==> src/rtl/conv_out_streamer_if.sv <==
// Handshake bundle between the conv core (master side) and the result streamer (slave side).
// DATA_W must match the DATA_W of the attached conv_out_streamer.
interface conv_out_streamer_if #(
   parameter int DATA_W = 24
);
   logic              start;
   logic [DATA_W-1:0] in_data;
   logic              in_valid;
   logic              in_ready;
   logic              out_ready;
   logic [DATA_W-1:0] out_data;
   logic              data_validity;
   logic              img_end;
   logic              done;

   modport master (
      output start, in_data, in_valid, out_ready,
      input  in_ready, out_data, data_validity, img_end, done
   );

   modport slave (
      input  start, in_data, in_valid, out_ready,
      output in_ready, out_data, data_validity, img_end, done
   );
endinterface

==> src/rtl/conv_out_streamer.sv <==
// Buffers conv accumulator results in a small FIFO and replays them as one raster-ordered frame,
// with optional ReLU on the way out, a row-end marker and a frame-done pulse.
module conv_out_streamer #(
   parameter int DATA_W     = 24,
   parameter int IMG_W      = 28,
   parameter int IMG_H      = 28,
   parameter int FIFO_DEPTH = 16,
   parameter int RELU_EN    = 1
) (
   input logic                clk,
   input logic                rst_n,
   conv_out_streamer_if.slave bus
);
   localparam int TOTAL = IMG_W * IMG_H;
   localparam int CNT_W = $clog2(TOTAL + 1);
   localparam int PTR_W = $clog2(FIFO_DEPTH);
   localparam int OCC_W = PTR_W + 1;

   localparam logic [1:0] ST_IDLE   = 2'd0;
   localparam logic [1:0] ST_STREAM = 2'd1;
   localparam logic [1:0] ST_DONE   = 2'd2;

   localparam logic [CNT_W-1:0] TOTAL_C    = CNT_W'(TOTAL);
   localparam logic [CNT_W-1:0] COL_LAST_C = CNT_W'(IMG_W - 1);
   localparam logic [CNT_W-1:0] ROW_LAST_C = CNT_W'(IMG_H - 1);
   localparam logic [OCC_W-1:0] DEPTH_C    = OCC_W'(FIFO_DEPTH);

   logic [1:0]        state_reg, state_next;
   logic [DATA_W-1:0] mem [FIFO_DEPTH];
   logic [PTR_W-1:0]  wr_ptr_reg, rd_ptr_reg;
   logic [OCC_W-1:0]  count_reg, count_next;
   logic              full_reg, empty_reg;
   logic [CNT_W-1:0]  in_cnt_reg, col_reg, row_reg;
   logic [DATA_W-1:0] out_data_reg;
   logic              valid_reg, img_end_reg, done_reg;
   logic [DATA_W-1:0] rd_word, relu_word;
   logic              in_ready_c, push, pop, last_pop;

   // Input side stops at exactly one frame's worth of words, even if the core keeps offering.
   assign in_ready_c = (state_reg == ST_STREAM) && !full_reg && (in_cnt_reg < TOTAL_C);
   assign push       = bus.in_valid && in_ready_c;
   assign pop        = (state_reg == ST_STREAM) && !empty_reg && bus.out_ready;
   assign last_pop   = pop && (col_reg == COL_LAST_C) && (row_reg == ROW_LAST_C);

   always_comb begin
      count_next = count_reg;
      case ({push, pop})
         2'b10:   count_next = count_reg + 1'b1;
         2'b01:   count_next = count_reg - 1'b1;
         default: count_next = count_reg;
      endcase
   end

   always_comb begin
      state_next = state_reg;
      case (state_reg)
         ST_IDLE:   if (bus.start) state_next = ST_STREAM;
         ST_STREAM: if (last_pop) state_next = ST_DONE;
         ST_DONE:   state_next = ST_IDLE;
         default:   state_next = ST_IDLE;
      endcase
   end

   // Storage carries no reset so it maps onto distributed/block RAM.
   always_ff @(posedge clk) begin
      if (push) mem[wr_ptr_reg] <= bus.in_data;
   end

   assign rd_word = mem[rd_ptr_reg];

   generate
      if (RELU_EN != 0) begin : g_relu
         assign relu_word = rd_word[DATA_W-1] ? '0 : rd_word;
      end else begin : g_pass
         assign relu_word = rd_word;
      end
   endgenerate

   always_ff @(posedge clk or negedge rst_n) begin
      if (!rst_n) begin
         state_reg    <= ST_IDLE;
         wr_ptr_reg   <= '0;
         rd_ptr_reg   <= '0;
         count_reg    <= '0;
         full_reg     <= 1'b0;
         empty_reg    <= 1'b1;
         in_cnt_reg   <= '0;
         col_reg      <= '0;
         row_reg      <= '0;
         out_data_reg <= '0;
         valid_reg    <= 1'b0;
         img_end_reg  <= 1'b0;
         done_reg     <= 1'b0;
      end else begin
         state_reg   <= state_next;
         valid_reg   <= pop;
         img_end_reg <= pop && (col_reg == COL_LAST_C);
         done_reg    <= (state_reg == ST_DONE);
         if (pop) out_data_reg <= relu_word;

         if (state_reg == ST_IDLE) begin
            wr_ptr_reg <= '0;
            rd_ptr_reg <= '0;
            count_reg  <= '0;
            full_reg   <= 1'b0;
            empty_reg  <= 1'b1;
            in_cnt_reg <= '0;
            col_reg    <= '0;
            row_reg    <= '0;
         end else begin
            if (push) begin
               wr_ptr_reg <= wr_ptr_reg + 1'b1;
               in_cnt_reg <= in_cnt_reg + 1'b1;
            end
            if (pop) begin
               rd_ptr_reg <= rd_ptr_reg + 1'b1;
               if (col_reg == COL_LAST_C) begin
                  col_reg <= '0;
                  row_reg <= row_reg + 1'b1;
               end else begin
                  col_reg <= col_reg + 1'b1;
               end
            end
            // Flags follow the next occupancy so they are clean registers, not decode of count.
            count_reg <= count_next;
            full_reg  <= (count_next == DEPTH_C);
            empty_reg <= (count_next == '0);
         end
      end
   end

   assign bus.in_ready      = in_ready_c;
   assign bus.out_data      = out_data_reg;
   assign bus.data_validity = valid_reg;
   assign bus.img_end       = img_end_reg;
   assign bus.done          = done_reg;
endmodule

==> src/flat_wrapper.sv <==
// flat-port wrapper written by rule: the top's interface ports become plain ports
module conv_out_streamer_flat 
#(
   parameter int DATA_W     = 24,
   parameter int IMG_W      = 28,
   parameter int IMG_H      = 28,
   parameter int FIFO_DEPTH = 16,
   parameter int RELU_EN    = 1
)
  (clk, rst_n, bus_start, bus_in_data, bus_in_valid, bus_out_ready, bus_in_ready, bus_out_data, bus_data_validity, bus_img_end, bus_done);
  conv_out_streamer_if #(.DATA_W(DATA_W)) bus_i ();
  input logic clk;
  input logic rst_n;
  input wire logic [$bits(bus_i.start)-1:0] bus_start;
  input wire logic [$bits(bus_i.in_data)-1:0] bus_in_data;
  input wire logic [$bits(bus_i.in_valid)-1:0] bus_in_valid;
  input wire logic [$bits(bus_i.out_ready)-1:0] bus_out_ready;
  output wire logic [$bits(bus_i.in_ready)-1:0] bus_in_ready;
  output wire logic [$bits(bus_i.out_data)-1:0] bus_out_data;
  output wire logic [$bits(bus_i.data_validity)-1:0] bus_data_validity;
  output wire logic [$bits(bus_i.img_end)-1:0] bus_img_end;
  output wire logic [$bits(bus_i.done)-1:0] bus_done;
  assign bus_i.start = bus_start;
  assign bus_i.in_data = bus_in_data;
  assign bus_i.in_valid = bus_in_valid;
  assign bus_i.out_ready = bus_out_ready;
  assign bus_in_ready = bus_i.in_ready;
  assign bus_out_data = bus_i.out_data;
  assign bus_data_validity = bus_i.data_validity;
  assign bus_img_end = bus_i.img_end;
  assign bus_done = bus_i.done;
  conv_out_streamer #(.DATA_W(DATA_W), .IMG_W(IMG_W), .IMG_H(IMG_H), .FIFO_DEPTH(FIFO_DEPTH), .RELU_EN(RELU_EN)) u_core (.clk(clk), .rst_n(rst_n), .bus(bus_i));
endmodule
==> config.mk <==
export PLATFORM = sky130hd
export DESIGN_NAME = conv_out_streamer_flat
export DESIGN_NICKNAME = d
export VERILOG_FILES = /design/src/rtl/conv_out_streamer_if.sv /design/src/rtl/conv_out_streamer.sv /design/src/flat_wrapper.sv
export SDC_FILE = /design/constraint.sdc
export NUM_CORES = 1
export LEC_CHECK = 0
export ABC_AREA = 0
export CAP_MARGIN = 20
export CORE_MARGIN = 2
export CORE_UTILIZATION = 30
export DETAILED_ROUTE_END_ITERATION = 8
export PLACE_DENSITY = 0.54
export RECOVER_POWER = 50
export SKIP_CTS_REPAIR_TIMING = 1
export SLEW_MARGIN = 15
export SYNTH_ARGS = -nofsm -noshare
export SYNTH_HDL_FRONTEND = slang
export SYNTH_SLANG_ARGS = --single-unit
==> constraint.sdc <==
create_clock -name clk -period 4.2 [get_ports clk]
set_input_delay 0.42 -clock clk [delete_from_list [all_inputs] [get_ports clk]]
set_output_delay 0.42 -clock clk [all_outputs]
set_load 0.005 [all_outputs]
Yosys cells after proc, flatten, opt, wreduce, memory -nomap -nowiden --
Memories as Yosys holds them, arrays and structs flattened. Cells that the tools add are included.
Cells by class: reduce and logical (&&, ||, !) cells 16, muxes and demuxes 22, order comparisons 1, add/subtract/negate cells 7, eq/ne operators 9
Operators by type and width (count):
- $mux 10 | 8
- $add 10x1->10 const B | 3
- $mux 23 | 1
- $eq 10x5->1 const B | 2
- $mux 4 | 4
- $lt 10x10->1 const B | 1
- $pmux 5 s2 | 1
- $add 4x1->4 const B | 2
- $logic_and 1x1->1 | 7
- $reduce_bool 2->1 | 3
- $add 5x1->5 const B | 1
- $eq 5x5->1 const B | 1
- $logic_not 5->1 | 1
- $mux 5 | 1
- $sub 5x1->5 const B | 1
- $eq 2x1->1 const B | 2
- $eq 2x2->1 const B | 2
- $mux 1 | 4
- $mux 2 | 2
- $pmux 2 s2 | 1
- $reduce_and 2->1 | 2
- $logic_not 1->1 | 2
- $logic_not 2->1 | 1
- $ne 2x1->1 const B | 1
- $ne 2x2->1 const B | 1
Word-level totals: memories kept 1, register bits 74, word-level logic and storage cells 69, bits of input ports 29, bits in writable memories 384
Memories:
- u_core.mem | depth 16, bits a word 24, rd ports 1, clocked after memory_dff 0, wr ports 1, RTL line conv_out_streamer.sv:29 | logic [DATA_W-1:0] mem [FIFO_DEPTH];

Longest topological paths before layout --
depth in word-level cells 8, gate-level depth with buffers 14, mapped depth without buffers 12

Worst setup path before layout --
OpenSTA, ideal clock, no wires.
kind reg2reg, from register u_core.in_cnt_reg[6], to register u_core.full_reg, data arrival time 3.062 ns, stages on the path, launching flop included 14, setup slack 1.002 ns, library setup time 0.136 ns, clock period less this slack 3.198 ns, data required time 4.064 ns, cell sequence dfrtp_1 -> or4_4 -> a2111oi_4 -> inv_2 -> ha_1 -> clkbuf_1 -> xor2_1 -> ha_1 -> a21o_1 -> a22oi_1 -> o21ai_0 -> nand2b_1 -> xor2_1 -> nor3_1
On the way: cells in the longest elaborated chain, start to end 7
Ends and longest elaborated chain:
- from (decl) | RTL line conv_out_streamer.sv:33 | logic [CNT_W-1:0] in_cnt_reg, col_reg, row_reg;
- from (signal assigned) | RTL line conv_out_streamer.sv:113 | in_cnt_reg <= in_cnt_reg + 1'b1;
- $lt 10x10->1 (*) | RTL line conv_out_streamer.sv:40 | assign in_ready_c = (state_reg == ST_STREAM) && !full_reg && (in_cnt_reg < TOTAL_C);
- $logic_and 1x1->1 (*) | RTL line conv_out_streamer.sv:40
- $logic_and 1x1->1 (*) | RTL line conv_out_streamer.sv:41 | assign push = bus.in_valid && in_ready_c;
- $eq 2x1->1 / $eq 2x2->1 (equally long branches) | RTL line conv_out_streamer.sv:47 | case ({push, pop})
- $pmux 5 s2 (*) | RTL line conv_out_streamer.sv:47
- $eq 5x5->1 (*) | RTL line conv_out_streamer.sv:126 | full_reg <= (count_next == DEPTH_C);
- $mux 1 (*) | RTL line conv_out_streamer.sv:101 | if (state_reg == ST_IDLE) begin
- to (signal assigned) | RTL line conv_out_streamer.sv:126
- to (decl) | RTL line conv_out_streamer.sv:32 | logic full_reg, empty_reg;
Every way passes the cells marked *; elsewhere a longest branch is shown, timed or not. A chain may end at the register's enable or synchronous reset.

Worst setup path after layout --
from register u_core.state_reg[1], to register u_core.out_data_reg[2] (netlist: u_core.bus.out_data[2])
On the way: cells in the longest elaborated chain, start to end 3
Ends and longest elaborated chain:
- from (decl) | RTL line conv_out_streamer.sv:28 | logic [1:0] state_reg, state_next;
- from (signal assigned) | RTL line conv_out_streamer.sv:95 | state_reg <= state_next;
- $eq 2x1->1 | RTL line conv_out_streamer.sv:42 | assign pop = (state_reg == ST_STREAM) && !empty_reg && bus.out_ready;
- $logic_and 1x1->1 (2 in a row) | RTL line conv_out_streamer.sv:42
- to (signal assigned) | RTL line conv_out_streamer.sv:99 | if (pop) out_data_reg <= relu_word;
- to (decl) | RTL line conv_out_streamer.sv:34 | logic [DATA_W-1:0] out_data_reg;
No other way between the ends.

==> impl_metrics.tcl <==
set metrics [dict create \
    status "finished with violations" \
    violations "max-capacitance violations, max-slew violations" \
    cts_buffers 49 \
    clockPowerShare_pct 29.3 \
    crit_chain "nand2b_1 > or2_2 > clkbuf_1 > a221o_1 > buf_4 > o21ai_0" \
    ioPinCount 57 \
    synth-edff-count 384 \
    clk_root_buffer_cell "clkbuf_16" \
    critPathMaxStageDelay_ns 1.40 \
    avgSynthCellArea_um2 19.54 \
    netlist_area_um2 17940 \
    num_vias 8667 \
    worst_pin_slew_ns 2.917 \
    max_slew_margin_pct -94.47 \
    grt_max_degree 50 \
    min_period_ns 3.514 \
    antenna_found_initial 2 \
    grt_usage_pct 12.99 \
    dp_hpwl_um 22730 \
    final-hold-violation-count 0 \
    setup_tns_ns 0 \
    seq_power_share_pct 44.1 \
    dp_cells 1728 \
    power_w 0.01347 \
    core.rowCount 89 \
    insertion_delay_ns 0.59 \
    core_um2 59020 \
    ctsHtreeMaxLevel 2 \
    viasPerCell 4.778 \
    yosysSeqAreaShare_pct 74.47 \
    finalClockSkew_ns 0.03024 \
    overflow 0 \
    min_delay_path_depth 3 \
    required_ns 4.64 \
    combPwrFrac_pct 26.6 \
    layout_commonest_cell "edfxtp_1" \
    largest_reg_flops 384 \
    power.density_nw_per_um2 643.2 \
    reg2reg_depth 6 \
    grt_setup_unrepaired "false" \
    routed_wl_um 39930 \
    gp_routability_congestion 0.7254 \
    hold_path_class "input pin to register" \
    first_global_vias 9392 \
    die_x_um 248.5 \
    p_sw_share_pct 29.22 \
    wl_per_cell_um 22.01 \
    postLayoutCellArea_um2 20940 \
    ff2ff_setup_slack_ns 0.69 \
    drive_above_1_share_pct 22.12 \
    cts_tree "done" \
    path_max_fanout 27 \
    final_cells 1814 \
    dieArea_um2 61770 \
    clockBufferDepth 3 \
    syn_to_final_growth_pct 16.70 \
    synth-seq-cells 457 \
    cp_slowest_cell "clkbuf_1" \
    internal_power_w 0.009531 \
    drv_cap 2 \
    syn-num-nets 958 \
    portBuffers 55 \
    drcViolationCount 0 \
    drtPass1Iterations 5 \
    period_share_pct 83.68 \
    synth-async-reset-ratio_pct 15.97 \
    placed_cell_area_um2 19480 \
    setup-violations-final 0 \
    ys_types 50 \
    utilization_pct 35.47 \
    fmax_ghz 0.2845 \
    worst-path-stages 6 \
    cts_sinks 457 \
    power_switching_w 0.003935 \
    cp.arrival_ns 3.95 \
    synthCells 918 \
    die_y_um 248.5 \
    ant_nets 0 \
    start_util_pct 30.40 \
    yosys_warnings 0 \
    synthFlopType "edfxtp_1" \
    synth.top_cell.area_share_pct 64.28 \
    synth.largest_area_cell "edfxtp_1" \
    nets 1047 \
    clk_pin_slew_ns 0.06 \
    slew_viol_final 78 \
    vdd_ir_drop_max_uv 307.0 \
    end_kind "register" \
    cp-start-kind "register" \
    crit_family "buffers and inverters" \
    worstSetupPathType "register to register" \
    leakagePower_nw 7.015 \
    final_cell_mix "384 x edfxtp_1, 118 x mux4_2, 69 x dfrtp_1" \
    path_buf_inv 2 \
    drt-initial-drc-count 738 \
    synth_area_leaders "edfxtp_1 64%, mux4_2 15%, dfrtp_1 10%" \
    grt_pass1_wl_um 60860 \
]
-- layout make-up --
cell class / count / area [um2]
fill: 5500 / 38080
sequential: 457 / 13370
multi-input combinational: 386 / 4295
clock buffer: 65 / 1296
tap: 773 / 967.2
timing repair buffer: 80 / 730.7
clock inverter: 19 / 150.1
inverter: 33 / 125.1
antenna: 1 / 2.502
-- tightest hold or removal path, cell delays in order --
cell and delay [ns]:
clkdlybuf4s50_1 0.40, nor2_1 0.09, nor3_1 0.05
-- routing by layer --
layer,wire [um],part of all wire [%],GRT usage [%]
met4,753,1.9,3.644
met3,1898,4.8,2.324
met2,18710,47,20.25
met5,0,0,0
met1,18560,46,18.66
-- per-stage QoR --
step,hold WS (ns),setup slack [ns]
2_1_floorplan,0.1244,1.002
3_3_place_gp,0.4644,0.9283
3_5_place_dp,0.4756,0.8835
4_1_cts,-0.1078,0.8513
5_1_grt,0.4404,0.3904
6_report,0.4245,0.6855
-- cell families after synthesis --
family	synth area share (%)
multiplexers	15.04
AO/OA/AOI/OAI	2.085
adder cells (fa/ha/maj)	0.7672
other	0.02090
buffers and inverters	1.709
XOR/XNOR	1.465
AND/OR/NAND/NOR	4.443
flip-flops	74.47
-- power groups by stage --
stage / Sequential [W] / Combinational, W / Clock [W]
after floorplan: 0.00581 / 0.00261 / 0
after global placement: 0.00603 / 0.00366 / 0
after detailed placement: 0.00604 / 0.00367 / 0
after CTS: 0.00596 / 0.00369 / 0.00405
after global routing: 0.00602 / 0.00392 / 0.00423
final: 0.00594 / 0.00358 / 0.00394
-- Yosys cell counts, types with 11 or more instances --
master    count
o21ai_0      35
nand2_1      46
and2_1       20
buf_2        16
mux4_2      118
dfrtp_1      72
ha_1         11
inv_1        31
edfxtp_1    384
clkbuf_1     23
nor2_1       39
xor2_1       22
-- final timing paths --
check / start / endpoint
setup / recovery: u_core.state_reg[1] / u_core.bus.out_data[2]
hold / removal: bus_start / u_core.state_reg[0]
setup reg to reg: u_core.state_reg[1] / u_core.bus.out_data[2]
hold reg to reg: u_core.bus.out_data[18] / u_core.bus.out_data[18]
max in group asynchronous: rst_n / u_core.rd_ptr_reg[1]
min in group asynchronous: rst_n / u_core.row_reg[7]
Power figures use the tool's default switching activity.
